==> src/rtl/pe_bus_receiver_pkg.sv <==
// Shared bus constants used by the bus master and every PE receiver.
// The full-threshold helper keeps master and receiver agreeing on the slack formula.
package pe_bus_receiver_pkg;

    localparam int BUS_NUM_PE     = 8;
    localparam int BUS_DATA_LEN   = 16;
    localparam int BUS_ADDR_W     = 3;
    localparam int BUS_FIFO_DEPTH = 4;
    localparam int BUS_LATENCY    = 1;
    localparam int BUS_FULL_SLACK = 2;

    // Occupancy at which a source must be throttled so in-flight grants still fit.
    function automatic int full_threshold(input int depth, input int slack);
        return depth - slack;
    endfunction

endpackage

==> src/rtl/bus_rx_fifo.sv <==
// Single-source receive FIFO: power-of-two depth, wrapping pointers, pop-before-push
// so a full FIFO can accept a word in the same cycle one leaves.
module bus_rx_fifo #(
    parameter int DATA_LEN   = 16,
    parameter int FIFO_DEPTH = 4
) (
    input  logic                        clk,
    input  logic                        rstn,
    input  logic                        push,
    input  logic                        pop,
    input  logic [DATA_LEN-1:0]         din,
    output logic [DATA_LEN-1:0]         dout,
    output logic [$clog2(FIFO_DEPTH):0] count,
    output logic                        full,
    output logic                        empty
);

    localparam int AW = $clog2(FIFO_DEPTH);
    localparam int CW = AW + 1;

    logic [DATA_LEN-1:0] mem_q [FIFO_DEPTH];
    logic [AW-1:0]       wr_ptr_q, wr_ptr_d;
    logic [AW-1:0]       rd_ptr_q, rd_ptr_d;
    logic [CW-1:0]       count_q, count_d;
    logic                do_push, do_pop;

    assign empty   = (count_q == '0);
    assign full    = (count_q == CW'(FIFO_DEPTH));
    assign do_pop  = pop && !empty;
    // An empty FIFO never pops, so a same-cycle push becomes visible next cycle.
    assign do_push = push && (!full || do_pop);
    assign dout    = mem_q[rd_ptr_q];
    assign count   = count_q;

    always_comb begin
        wr_ptr_d = wr_ptr_q + AW'(do_push);
        rd_ptr_d = rd_ptr_q + AW'(do_pop);
        count_d  = count_q + CW'(do_push) - CW'(do_pop);
    end

    always_ff @(posedge clk or negedge rstn) begin
        if (!rstn) begin
            wr_ptr_q <= '0;
            rd_ptr_q <= '0;
            count_q  <= '0;
        end else begin
            wr_ptr_q <= wr_ptr_d;
            rd_ptr_q <= rd_ptr_d;
            count_q  <= count_d;
        end
    end

    always_ff @(posedge clk) begin
        if (do_push) begin
            mem_q[wr_ptr_q] <= din;
        end
    end

endmodule

==> src/rtl/pe_bus_receiver.sv <==
// PE-side receiver for the shared bus: delays the read strobe to the data cycle,
// steers captured words into per-source FIFOs and reports per-source back-pressure.
module pe_bus_receiver
    import pe_bus_receiver_pkg::*;
#(
    parameter int NUM_PE       = BUS_NUM_PE,
    parameter int DATA_LEN     = BUS_DATA_LEN,
    parameter int BUS_ADDR_LEN = BUS_ADDR_W,
    parameter int FIFO_DEPTH   = BUS_FIFO_DEPTH,
    parameter int BUS_LAT      = BUS_LATENCY,
    parameter int FULL_SLACK   = BUS_FULL_SLACK
) (
    input  logic                    clk,
    input  logic                    rstn,
    input  logic                    rd_from_bus,
    input  logic [DATA_LEN-1:0]     data_bus,
    input  logic [BUS_ADDR_LEN-1:0] addr_bus,
    output logic [NUM_PE-1:0]       rd_buffer_full,
    input  logic                    pop_req,
    input  logic [BUS_ADDR_LEN-1:0] pop_src,
    output logic [DATA_LEN-1:0]     pop_data,
    output logic                    pop_valid,
    output logic [NUM_PE-1:0]       not_empty,
    output logic                    overflow_err
);

    localparam int CW = $clog2(FIFO_DEPTH) + 1;
    localparam int IW = $clog2(BUS_LAT + 1);
    localparam int SW = ((CW > IW) ? CW : IW) + 1;
    localparam logic [SW-1:0] FULL_THRESH = SW'(full_threshold(FIFO_DEPTH, FULL_SLACK));

    logic [BUS_LAT-1:0]  strb_q, strb_d;
    logic [IW-1:0]       inflight_q, inflight_d;
    logic                capture;
    logic [NUM_PE-1:0]   push_sel, pop_sel, fifo_full, fifo_empty;
    logic [DATA_LEN-1:0] fifo_dout [NUM_PE];
    logic [CW-1:0]       fifo_count [NUM_PE];
    logic                pop_valid_q, pop_valid_d;
    logic [DATA_LEN-1:0] pop_data_q, pop_data_d;
    logic                ovf_q, ovf_d;

    assign strb_d     = BUS_LAT'({strb_q, rd_from_bus});
    assign capture    = strb_q[BUS_LAT-1];
    // The sender is unknown until the data cycle, so every in-flight strobe counts against all sources.
    assign inflight_d = inflight_q + IW'(rd_from_bus) - IW'(capture);

    for (genvar s = 0; s < NUM_PE; s++) begin : g_src
        assign push_sel[s] = capture && (addr_bus == BUS_ADDR_LEN'(s));
        assign pop_sel[s]  = pop_req && (pop_src == BUS_ADDR_LEN'(s));

        bus_rx_fifo #(
            .DATA_LEN  (DATA_LEN),
            .FIFO_DEPTH(FIFO_DEPTH)
        ) u_fifo (
            .clk  (clk),
            .rstn (rstn),
            .push (push_sel[s]),
            .pop  (pop_sel[s]),
            .din  (data_bus),
            .dout (fifo_dout[s]),
            .count(fifo_count[s]),
            .full (fifo_full[s]),
            .empty(fifo_empty[s])
        );

        assign rd_buffer_full[s] = (SW'(fifo_count[s]) + SW'(inflight_q)) >= FULL_THRESH;
    end

    assign not_empty = ~fifo_empty;

    always_comb begin
        pop_valid_d = 1'b0;
        pop_data_d  = pop_data_q;
        for (int s = 0; s < NUM_PE; s++) begin
            if (pop_sel[s] && !fifo_empty[s]) begin
                pop_valid_d = 1'b1;
                pop_data_d  = fifo_dout[s];
            end
        end
    end

    // A capture is lost only when its FIFO is full and not being popped in the same cycle.
    assign ovf_d = ovf_q | (|(push_sel & fifo_full & ~(pop_sel & ~fifo_empty)));

    always_ff @(posedge clk or negedge rstn) begin
        if (!rstn) begin
            strb_q      <= '0;
            inflight_q  <= '0;
            pop_valid_q <= 1'b0;
            pop_data_q  <= '0;
            ovf_q       <= 1'b0;
        end else begin
            strb_q      <= strb_d;
            inflight_q  <= inflight_d;
            pop_valid_q <= pop_valid_d;
            pop_data_q  <= pop_data_d;
            ovf_q       <= ovf_d;
        end
    end

    assign pop_valid    = pop_valid_q;
    assign pop_data     = pop_data_q;
    assign overflow_err = ovf_q;

endmodule
==> config.mk <==
export PLATFORM = sky130hd
export DESIGN_NAME = pe_bus_receiver
export DESIGN_NICKNAME = d
export VERILOG_FILES = /design/src/rtl/pe_bus_receiver_pkg.sv /design/src/rtl/bus_rx_fifo.sv /design/src/rtl/pe_bus_receiver.sv
export SDC_FILE = /design/constraint.sdc
export NUM_CORES = 1
export LEC_CHECK = 0
export BUFFER_PORTS_ARGS = -buffer_cell sky130_fd_sc_hd__clkbuf_2
export CELL_PAD_IN_SITES_DETAIL_PLACEMENT = 1
export CELL_PAD_IN_SITES_GLOBAL_PLACEMENT = 2
export CORE_UTILIZATION = 49
export DETAILED_ROUTE_END_ITERATION = 6
export MAX_ROUTING_LAYER = met4
export PLACE_DENSITY = 0.77
export SLEW_MARGIN = 5
export SYNTH_ARGS = -nofsm -noshare
export SYNTH_HDL_FRONTEND = slang
export SYNTH_SLANG_ARGS = --single-unit
==> constraint.sdc <==
create_clock -name clk -period 3.37 [get_ports clk]
set_clock_uncertainty 0.2 [all_clocks]
set_input_delay 0.1685 -clock clk [delete_from_list [all_inputs] [get_ports clk]]
set_output_delay 0.1685 -clock clk [all_outputs]
set_load 0.02 [all_outputs]
# Word level (Yosys, flattened, before mapping)
# Memories as Yosys holds them, arrays and structs flattened.
# Cells that the tools add are included.
# Widths: inputs -> output; s select.
# classes
n_bitwise	6
muxes	32
add_sub_neg	42
n_eq_ne	22
reduce_logical	68
n_lt_le_gt_ge	8
# op_table
cell	count
$mux 16	8
$eq 3x3->1 const B	16
$add 2x1->2	16
$add 3x1->4	8
$ge 4x2->1 const B	8
$logic_and 1x1->1	32
$logic_not 3->1	10
$add 3x1->3	8
$and 8x8->8	3
$mux 1	24
$sub 3x1->3	8
$logic_not 1->1	16
$not 8->8	2
$eq 3x2->1 const B	4
$logic_or 1x1->1	8
$reduce_bool 8->1	1
$reduce_or 8->1	1
$eq 3x1->1 const B	2
$add 1x1->1	1
$or 1x1->1	1
$sub 1x1->1	1
# word_totals
regBits	76
ram_bits	512
n_memories	8
output_inout_bits	34
elab_cells	215
in_bits	26
# mem_list
memory	depth	width	rd	rd_ports_with_merged_regs	wr	line_no	source
g_src[0].u_fifo.mem_q	4	16	1	0	1	bus_rx_fifo.sv:21	logic [DATA_LEN-1:0] mem_q [FIFO_DEPTH];
g_src[1].u_fifo.mem_q	4	16	1	0	1	bus_rx_fifo.sv:21	
g_src[2].u_fifo.mem_q	4	16	1	0	1	bus_rx_fifo.sv:21	
g_src[3].u_fifo.mem_q	4	16	1	0	1	bus_rx_fifo.sv:21	
g_src[4].u_fifo.mem_q	4	16	1	0	1	bus_rx_fifo.sv:21	
g_src[5].u_fifo.mem_q	4	16	1	0	1	bus_rx_fifo.sv:21	
+2 memories	n/a	n/a	n/a	n/a	n/a	n/a	

# Logic depth before layout (Yosys ltp)
# Gate-level depths: netlist of the first run.
# logic_depth
ltp_word	11
mapped_depth	11
ltp_nobuf	9

# Hierarchy
# A second synthesis of the first run with hierarchy kept.
# unflattened
hier_cells	1255
area_unflattened_um2	24453.5
# by_module_without_submodules
module	seq_area_each_um2	area_per_inst_um2	cells_per_inst	instances
bus_rx_fifo (g_src[1].u_fifo ...)	2097.0	2733.9	115	7
bus_rx_fifo (g_src[0].u_fifo)	2097.0	2728.9	115	1
pe_bus_receiver	500.5	2587.5	335	1

# Worst setup path after synthesis of the first run
# OpenSTA, ideal clock, no wires.
# synth_timing
kind	input-to-reg
from	input pop_src[1]
to	memory g_src[0].u_fifo.mem_q[0][0], enable pin
n_path_buf	2
arrival_ns	2.587
setup_time_ns	0.413
required_ns	2.757
path_slack_ns	0.170
path_stages	6
path_cell_list	buf_2 > or3b_2 > clkbuf_1 > o211ai_1 > and3_1 > nor3b_1
# synth_between
elab_chain_len	7
# synth_rtl
item	line_no	source
start, declared	pe_bus_receiver.sv:20	input logic [BUS_ADDR_LEN-1:0] pop_src,
$logic_not 3->1	pe_bus_receiver.sv:49	assign pop_sel[s] = pop_req && (pop_src == BUS_ADDR_LEN'(s));
$logic_and 1x1->1	pe_bus_receiver.sv:49	
$logic_and 1x1->1	bus_rx_fifo.sv:29	assign do_pop = pop && !empty;
$logic_or 1x1->1	bus_rx_fifo.sv:31	assign do_push = push && (!full || do_pop);
$logic_and 1x1->1	bus_rx_fifo.sv:31	
$mux 1	bus_rx_fifo.sv:54	if (do_push) begin
$mux 1 (not written as such)	bus_rx_fifo.sv:55	mem_q[wr_ptr_q] <= din;
end, declared	bus_rx_fifo.sv:21	
# No other way between the ends.

# Final worst setup path of the first run
# layout_timing
from	register g_src[1].u_fifo.count_q[1]
to	register pop_data_q[13], in the netlist pop_data[13]
# layout_between
elab_chain_len	10
elab_cells_between_ends	11
classes_between	mux (7); reduce/logical (4)
# layout_rtl
item	line_no	source
start, declared	bus_rx_fifo.sv:24	logic [CW-1:0] count_q, count_d;
start signal, assigned	bus_rx_fifo.sv:49	count_q <= count_d;
$logic_not 3->1 *	bus_rx_fifo.sv:27	assign empty = (count_q == '0);
$logic_not 1->1 *	pe_bus_receiver.sv:75	if (pop_sel[s] && !fifo_empty[s]) begin
$logic_and 1x1->1 *	pe_bus_receiver.sv:75	
$mux 16 (7 in series)	pe_bus_receiver.sv:75	
end signal, assigned	pe_bus_receiver.sv:96	pop_data_q <= pop_data_d;
end, declared	pe_bus_receiver.sv:39	logic [DATA_LEN-1:0] pop_data_q, pop_data_d;
# Every way passes the cells marked *; elsewhere a longest branch is shown, timed or not.
# A chain may end at the register's enable or synchronous reset.

==> impl_results.md, run 1 <==
- Status: complete, but fails checks
- CP bufs+invs: 0
- Final hold slack: roughly 0.037 ns
- Highest Signal Layer: met4
- CTS sink cnt: approximately 590
- Row count: between 70 and 80
- H-Tree Depth: 2
- Core Area: about 47,000 sq um
- CTS tree: built
- Average size of a mapped cell: ~20 sq um
- DR pass1 iterations: 7
- Critical path class: register to register
- Post-route cell area: around 27,000 sq um
- CP startpoint: g_src[1].u_fifo.count[1]
- CTS clk-pin slew, worst paths: about 0.060 ns
- Kind of start point of the critical path: register
- I/O pin count: 60
- Max rail drop VDD: between 0.4 and 0.5 mV
- GRT Total Usage: between 20% and 30%
- Cell variety after synth: 55
- Seq. cell area: 17,300 sq um
- Commonest non-fill, non-tap cells in the layout: 512 x edfxtp_1, 128 x mux4_2, 76 x dfrtp_1
- Initial antenna violation count: 0
- CTS Buf Count: 59
- Area grow syn2layout: 13.7%
- Place WS: 0.479 ns
- Fill count: ~4,100
- Metal2 WL: roughly 26,000 um
- Synthesized area: around 23,000 sq um
- Hpwl dp: 35,700 um
- Vias in the first global route: roughly 12,000
- Hold Path Class: input port to register
- Setup violators final: 0
- Nets: approximately 1,400
- FMAX: between 300 and 400 MHz
- Top_reg_cell synth: edfxtp_1
- Pleak: a little over 9 nW
- EDFF count, synth: about 510
- Tot Pwr: 20.7 mW
- CP peak stage delay: roughly 0.86 ns
- Hold Buf Count CTS: 8
- Final WS setup: 0.467 ns
- Period utilization: between 80% and 90%
- Max Transition Viols Final: 0
- Synth Net Count: between 1,000 and 1,500
- Post-route DRC: 4
- CP delay by family, top: simple AND/OR/NAND/NOR gates
- Actual slew at the worst max-slew pin: 0.949 ns
- Chip width: around 220 um
- Worst EP required: roughly 3.7 ns
- Routed Wire Length: approximately 56,000 um
- Unrepaired setup endpoints after global routing: no
- Global-route wire length before repair: about 82,000 um
- Layout Utilization: 56.8%
- Setup TNS: 0 ns
- Crit-path max FO: 20
- Die height: between 200 and 250 um
- Antenna cells: 0
- Hold Path Origin: rd_from_bus
- Reg2reg start: g_src[1].u_fifo.count[1]
- Overflow after GRT: 0
- Antenna violation net count after detailed routing: 0
- Post-DP Area: around 25,000 sq um
- Area occupied by multi-input gates: 5770 sq um
- Buffers on Ports: 59
- DP Cell Count: between 1,500 and 2,000
- Synth Instances: 1,170
- Routed len/inst: ~28 um
- Largest net degree at the start of global routing: 33
- Initial drt markers: roughly 1,100
- Final GP Congestion: around 1
- Number of max-cap violations: 0
- Rel. slew slack: between 30 and 40%
- Layout cells sized above 1: a little over a quarter
- Synthesis-stage register bit count: 588
- Worst EP arrival: between 3 and 4 ns
- Sequential cell area fraction in the yosys report: approximately three quarters
- Most common cell after layout, fill and taps aside: edfxtp_1
- Initial Util: approximately half
- Post-layout min period: 2.90 ns
- Final cell count without fillers: 1,959
- Drt via density: ~6
- Clock root buffer: clkbuf_16
- CP max stage cell: or4b_1
- Power Density: around 780 nW/um^2
- Warnings, synthesis: 0
- Final hold vios: 0
- Clk_lat worst skew: 0.61 ns
- Met3 wire length: between 3000 and 4000 um
- Failing checks: design-rule violations
- Total number of vias: between 10,000 and 15,000
- M1 WL: ~25,000 um
- Post-synthesis async set-or-reset flop share: about an eighth
- Post-CTS setup repair buffer count: 0
- Die area: around 49,000 sq um
- Ordered list of cells on the worst path: or3_4 > a22oi_4 > or4b_1 > and2_4 > a31oi_1
- Critical Path End Type: register
- Clock Path Buffers: 3
- Number of gates resized after CTS: 0
==> sequential cells by signal, indices dropped and copies added, names as in the netlist <==
signal                 flops
g_src.u_fifo.mem_q       512
g_src.u_fifo.count        24
g_src.u_fifo.rd_ptr_q     16
g_src.u_fifo.wr_ptr_q     16
pop_data                  16
capture                    1
inflight_q                 1
overflow_err               1
pop_valid                  1
==> Yosys cell counts (2+ instances only) <==
library cell | number | area, sq um
edfxtp_1 | 512 | 15400
mux4_2 | 128 | 2880
dfrtp_1 | 76 | 1900
ha_1 | 53 | 663
inv_1 | 40 | 150
o22ai_1 | 33 | 206
a31oi_1 | 32 | 200
clkbuf_1 | 32 | 120
a21oi_1 | 24 | 120
nand2_1 | 21 | 78.8
xor2_1 | 19 | 166
xnor2_1 | 17 | 149
a211o_1 | 16 | 140
a22o_1 | 16 | 140
buf_2 | 16 | 80.1
nor2_1 | 16 | 60.1
a22oi_1 | 15 | 113
nor3b_1 | 12 | 90.1
and3_1 | 10 | 62.6
nor3_1 | 10 | 50.1
buf_1 | 8 | 30.0
fa_1 | 8 | 160
and3b_1 | 6 | 52.6
a211oi_1 | 3 | 22.5
nand4_1 | 3 | 18.8
nand4b_1 | 3 | 26.3
or2_2 | 3 | 18.8
or3_1 | 3 | 18.8
and4bb_2 | 2 | 25.0
buf_6 | 2 | 22.5
clkinv_1 | 2 | 7.51
mux2_2 | 2 | 22.5
nand2b_1 | 2 | 12.5
nand3_1 | 2 | 10.0
nor4_1 | 2 | 12.5
nor4b_1 | 2 | 17.5
==> cell families (layout without fill, tap and decap cells) <==
family | count (synthesis) | in the layout | share of synthesized area (%)
AO/OA/AOI/OAI | 147 | 147 | 4.38
multiplexers | 131 | 131 | 12.5
XOR/XNOR | 36 | 36 | 1.35
adder cells (fa/ha/maj) | 61 | 61 | 3.52
buffers and inverters | 100 | 282 | 1.75
flip-flops | 588 | 588 | 73.8
AND/OR/NAND/NOR | 107 | 107 | 2.73
==> area by class of cell <==
class | count | share of cell area [%]
Timing Repair Buffer | 130 | 3.23
Sequential cell | 588 | 64.9
Clock buffer | 78 | 5.93
Clock inverter | 32 | 0.799
Multi-Input combinational cell | 482 | 21.7
Tap cell | 607 | 2.85
Inverter | 42 | 0.592
==> path summary, 6_finish.rpt <==
check,to,slack (ns),cells after the start
worst min-delay path,capture,0.04,2
worst max register to register,pop_data[13],0.47,5
worst max-delay path,pop_data[13],0.47,5
min in group asynchronous,g_src[2].u_fifo.rd_ptr_q[1],0.47,4
worst min register to register,g_src[7].u_fifo.rd_ptr_q[0],0.32,1
max in group asynchronous,pop_data[1],2.05,4
==> where the power goes <==
group / total (mW) / leakage, nW / internal, mW / switching (mW)
Clock: 6.08 / 0.862 / 3.43 / 2.65
Sequential: 9.52 / 5.50 / 8.57 / 0.949
Combinational: 5.15 / 2.85 / 2.45 / 2.70
Total: 20.7 / 9.21 / 14.4 / 6.30
==> routing by layer <==
| metal | up-vias | GRT usage, % |
|---|---|---|
| met4 | 0 | 7.42 |
| met1 | 6215 | 35.8 |
| li1 | 5070 | - |
| met3 | 76 | 2.83 |
| met5 | - | - |
| met2 | 345 | 36.8 |
(Power assumes the default switching activity.)
==> run 2: changes to the inputs <==
CORE_UTILIZATION = 44   (was 49)
MAX_ROUTING_LAYER = unset   (was met4)
PLACE_DENSITY = 0.73   (was 0.77)
clock period = 2.6 ns   (was 3.37 ns; I/O delays follow)
==> impl_results.md, run 2 (synthesis results as in run 1) <==
- Overflow after GRT: 0 (unchanged)
- CP endpoint: g_src[4].u_fifo.mem_q[2][1]
- Setup TNS: 0 ns (unchanged)
- Row count: 84 (+6.3%)
- Post-route DRC: 0 (-4)
- CP startpoint: capture
- CP peak stage delay: 0.49 ns (-0.37 ns)
- DP Cell Count: 1,959 (+6.4%)
- Crit-path max FO: 9 (-55%)
- Initial drt markers: 1,066 (-4.8%)
- Pint: 19.2 mW (+33%)
- Reg2reg start: capture
- Global-route wire length before repair: 82,900 um (+1.3%)
- Power Density: 1000 nW/um^2 (+29%)
- Largest net degree at the start of global routing: 42 (+27%)
- Pleak: 9.54 nW (+3.5%)
- DR pass1 iterations: 5 (-2)
- Die area: 54,100 sq um (+11%)
- Period utilization: 95.1% (+9.0 points)
- Drt via density: 5.75 (-3.8%)
- CTS tree: built
- Area occupied by multi-input gates: 5820 sq um (+0.82%)
- Worst EP required: 2.72 ns (-0.98 ns)
- CTS clk-pin slew, worst paths: 0.06 ns (about the same)
- Layout Utilization: 52.3% (-4.5 points)
- Final cell count without fillers: 2,073 (+5.8%)
- CTS Buf Count: 58 (-1.7%)
- Reg2reg setup slack: 0.13 ns (-0.34 ns)
- Actual slew at the worst max-slew pin: 0.858 ns (-0.0911 ns)
- Most common cell after layout, fill and taps aside: edfxtp_1
- Commonest non-fill, non-tap cells in the layout: 512 x edfxtp_1, 128 x mux4_2, 75 x dfrtp_1
- Routed Wire Length: 56,300 um (+1.0%)
- Antenna cells: 0 (unchanged)
- Largest register FFs: 512 (unchanged)
- Critical Path End Type: register
- Die height: 233 um (+5.5%)
- Tot Pwr: 27.6 mW (+33%)
- Clock root buffer: clkbuf_16
- Worst EP arrival: 2.59 ns (-0.64 ns)
- Switching share of power: 30.2% (-0.13 points)
- Reg-to-Reg End: g_src[4].u_fifo.mem_q[2][1]
- R2R depth: 7 (+2)
- Antenna violation net count after detailed routing: 0 (unchanged)
- Top reg by flops: g_src.u_fifo.mem_q
- Seq. cell area: 17,300 sq um (about the same)
- Area grow syn2layout: 17.5%
- Max Transition Viols Final: 0 (unchanged)
- CP max stage cell: dfrtp_1
- Nets: 1,427 (+2.7%)
- Sw power: 8.33 mW (+32%)
- Fill count: 4,704 (+14%)
- Initial Util: 44.5% (-5.4 points)
- Top cell by count, worst path: nand2_1
- Core Area: 52,600 sq um (+12%)
- Hold Path Class: input port to register
- Post-route cell area: 27,500 sq um (+3.3%)
- Post-DP Area: 25,600 sq um (+3.3%)
- Chip width: 233 um (+5.5%)
- CTS sink cnt: 588 (unchanged)
- Status: finished clean
- Sequential Power Share: 43.2% (-2.7 points)
- Proportion of power drawn by the clock network: 29.3% (about the same)
- FMAX: 404 MHz (+17%)
- Number of max-cap violations: 0 (unchanged)
- H-Tree Depth: 2 (unchanged)
- Ordered list of cells on the worst path: nor2b_1 > nand2_1 > or3_1 > inv_1 > nand2_1 > nor2_1 > buf_4
- Hpwl dp: 36,200 um (+1.6%)
- Final GP Congestion: 0.792 (-20%)
- Initial antenna violation count: 0 (unchanged)
- Layout cells sized above 1: 29.6% (+3.4 points)
- Total number of vias: 11,900 (+1.8%)
- Routed len/inst: 27.2 um (-4.5%)
- GRT Total Usage: 21.5% (-3.1 points)
- Buffers on Ports: 59 (unchanged)
- Unrepaired setup endpoints after global routing: no
- Clk_lat worst skew: 0.61 ns (about the same)
- Post-layout min period: 2.47 ns (-0.430 ns)
- Logic pwr share: 27.4% (+2.6 points)
- Clock Path Buffers: 3 (unchanged)
- Critical path class: register to register
- Setup violators final: 0 (unchanged)
- Max rail drop VDD: 0.518 mV (+29%)
- Final hold vios: 0 (unchanged)
- I/O pin count: 60 (unchanged)
- Kind of start point of the critical path: register
- Vias in the first global route: 12,400 (+1.7%)
- Rel. slew slack: 42.8% (+6.1 points)
[run 2: area by class of cell]
| type | count | share of cell area [%] |
|---|---|---|
| Clock buffer | 72 | 5.58 |
| Sequential cell | 588 | 62.8 |
| Tap cell | 688 | 3.13 |
| Timing Repair Buffer | 168 | 5.66 |
| Clock inverter | 33 | 1.06 |
| Multi-Input combinational cell | 482 | 21.2 |
| Inverter | 42 | 0.582 |
[run 2: routing by layer]
layer / track usage [%] / part of all wire (%)
met5: 0 / 0
met4: 6.62 / 2.4
met3: 2.59 / 5.2
met2: 34.6 / 49
met1: 30.7 / 44
[run 2: worst min-delay path by stage]
stage	to	start	depth (start not counted)	slack (ns)
floorplan	capture	rstn	0	-0.37
global placement	g_src[0].u_fifo.wr_ptr_q[0]	rstn	1	-0.01
detailed placement	g_src[0].u_fifo.wr_ptr_q[0]	rstn	1	-0.0006
CTS	g_src[6].u_fifo.count[0]	addr_bus[2]	4	0.01
global route	g_src[6].u_fifo.count[0]	addr_bus[2]	4	0.06
finish	g_src[6].u_fifo.count[0]	addr_bus[2]	4	0.03
[run 2: critical path, delay by kind of cell (launching register included)]
kind,cells,cell delay [ns]
DFF,1,0.49
buffers and inverters,2,0.43
and+or+nand+nor,5,1.04
[run 2: per-stage QoR]
stage / hold WS (ns) / setup WS [ns]
3_5_place_dp: -0.000571 / -0.0191
6_report: 0.0338 / 0.127
4_1_cts: 0.0136 / 0.0935
3_3_place_gp: -0.00979 / 0.0166
5_1_grt: 0.0559 / 0.00819
2_1_floorplan: -0.366 / -0.323
[run 2: what timing repair did]
| action | 4_1_cts | 5_1_grt |
|---|---|---|
| hold buffers | 9 | 0 |
| resized for setup | 1 | 2 |
| setup endpoints to repair | 1 | 19 |
| setup buffers | 0 | 0 |
| endpoints found under the hold margin | 82 | 0 |
[run 2: power groups by stage]
| stage | logic [mW] | clock network (mW) | registers, mW |
|---|---|---|---|
| floorplan | 4.83 | 0 | 12.0 |
| global placement | 7.46 | 0 | 12.1 |
| detailed placement | 7.62 | 0 | 12.1 |
| CTS | 7.70 | 8.25 | 11.9 |
| global route | 8.17 | 8.52 | 12.0 |
| finish | 7.57 | 8.09 | 11.9 |
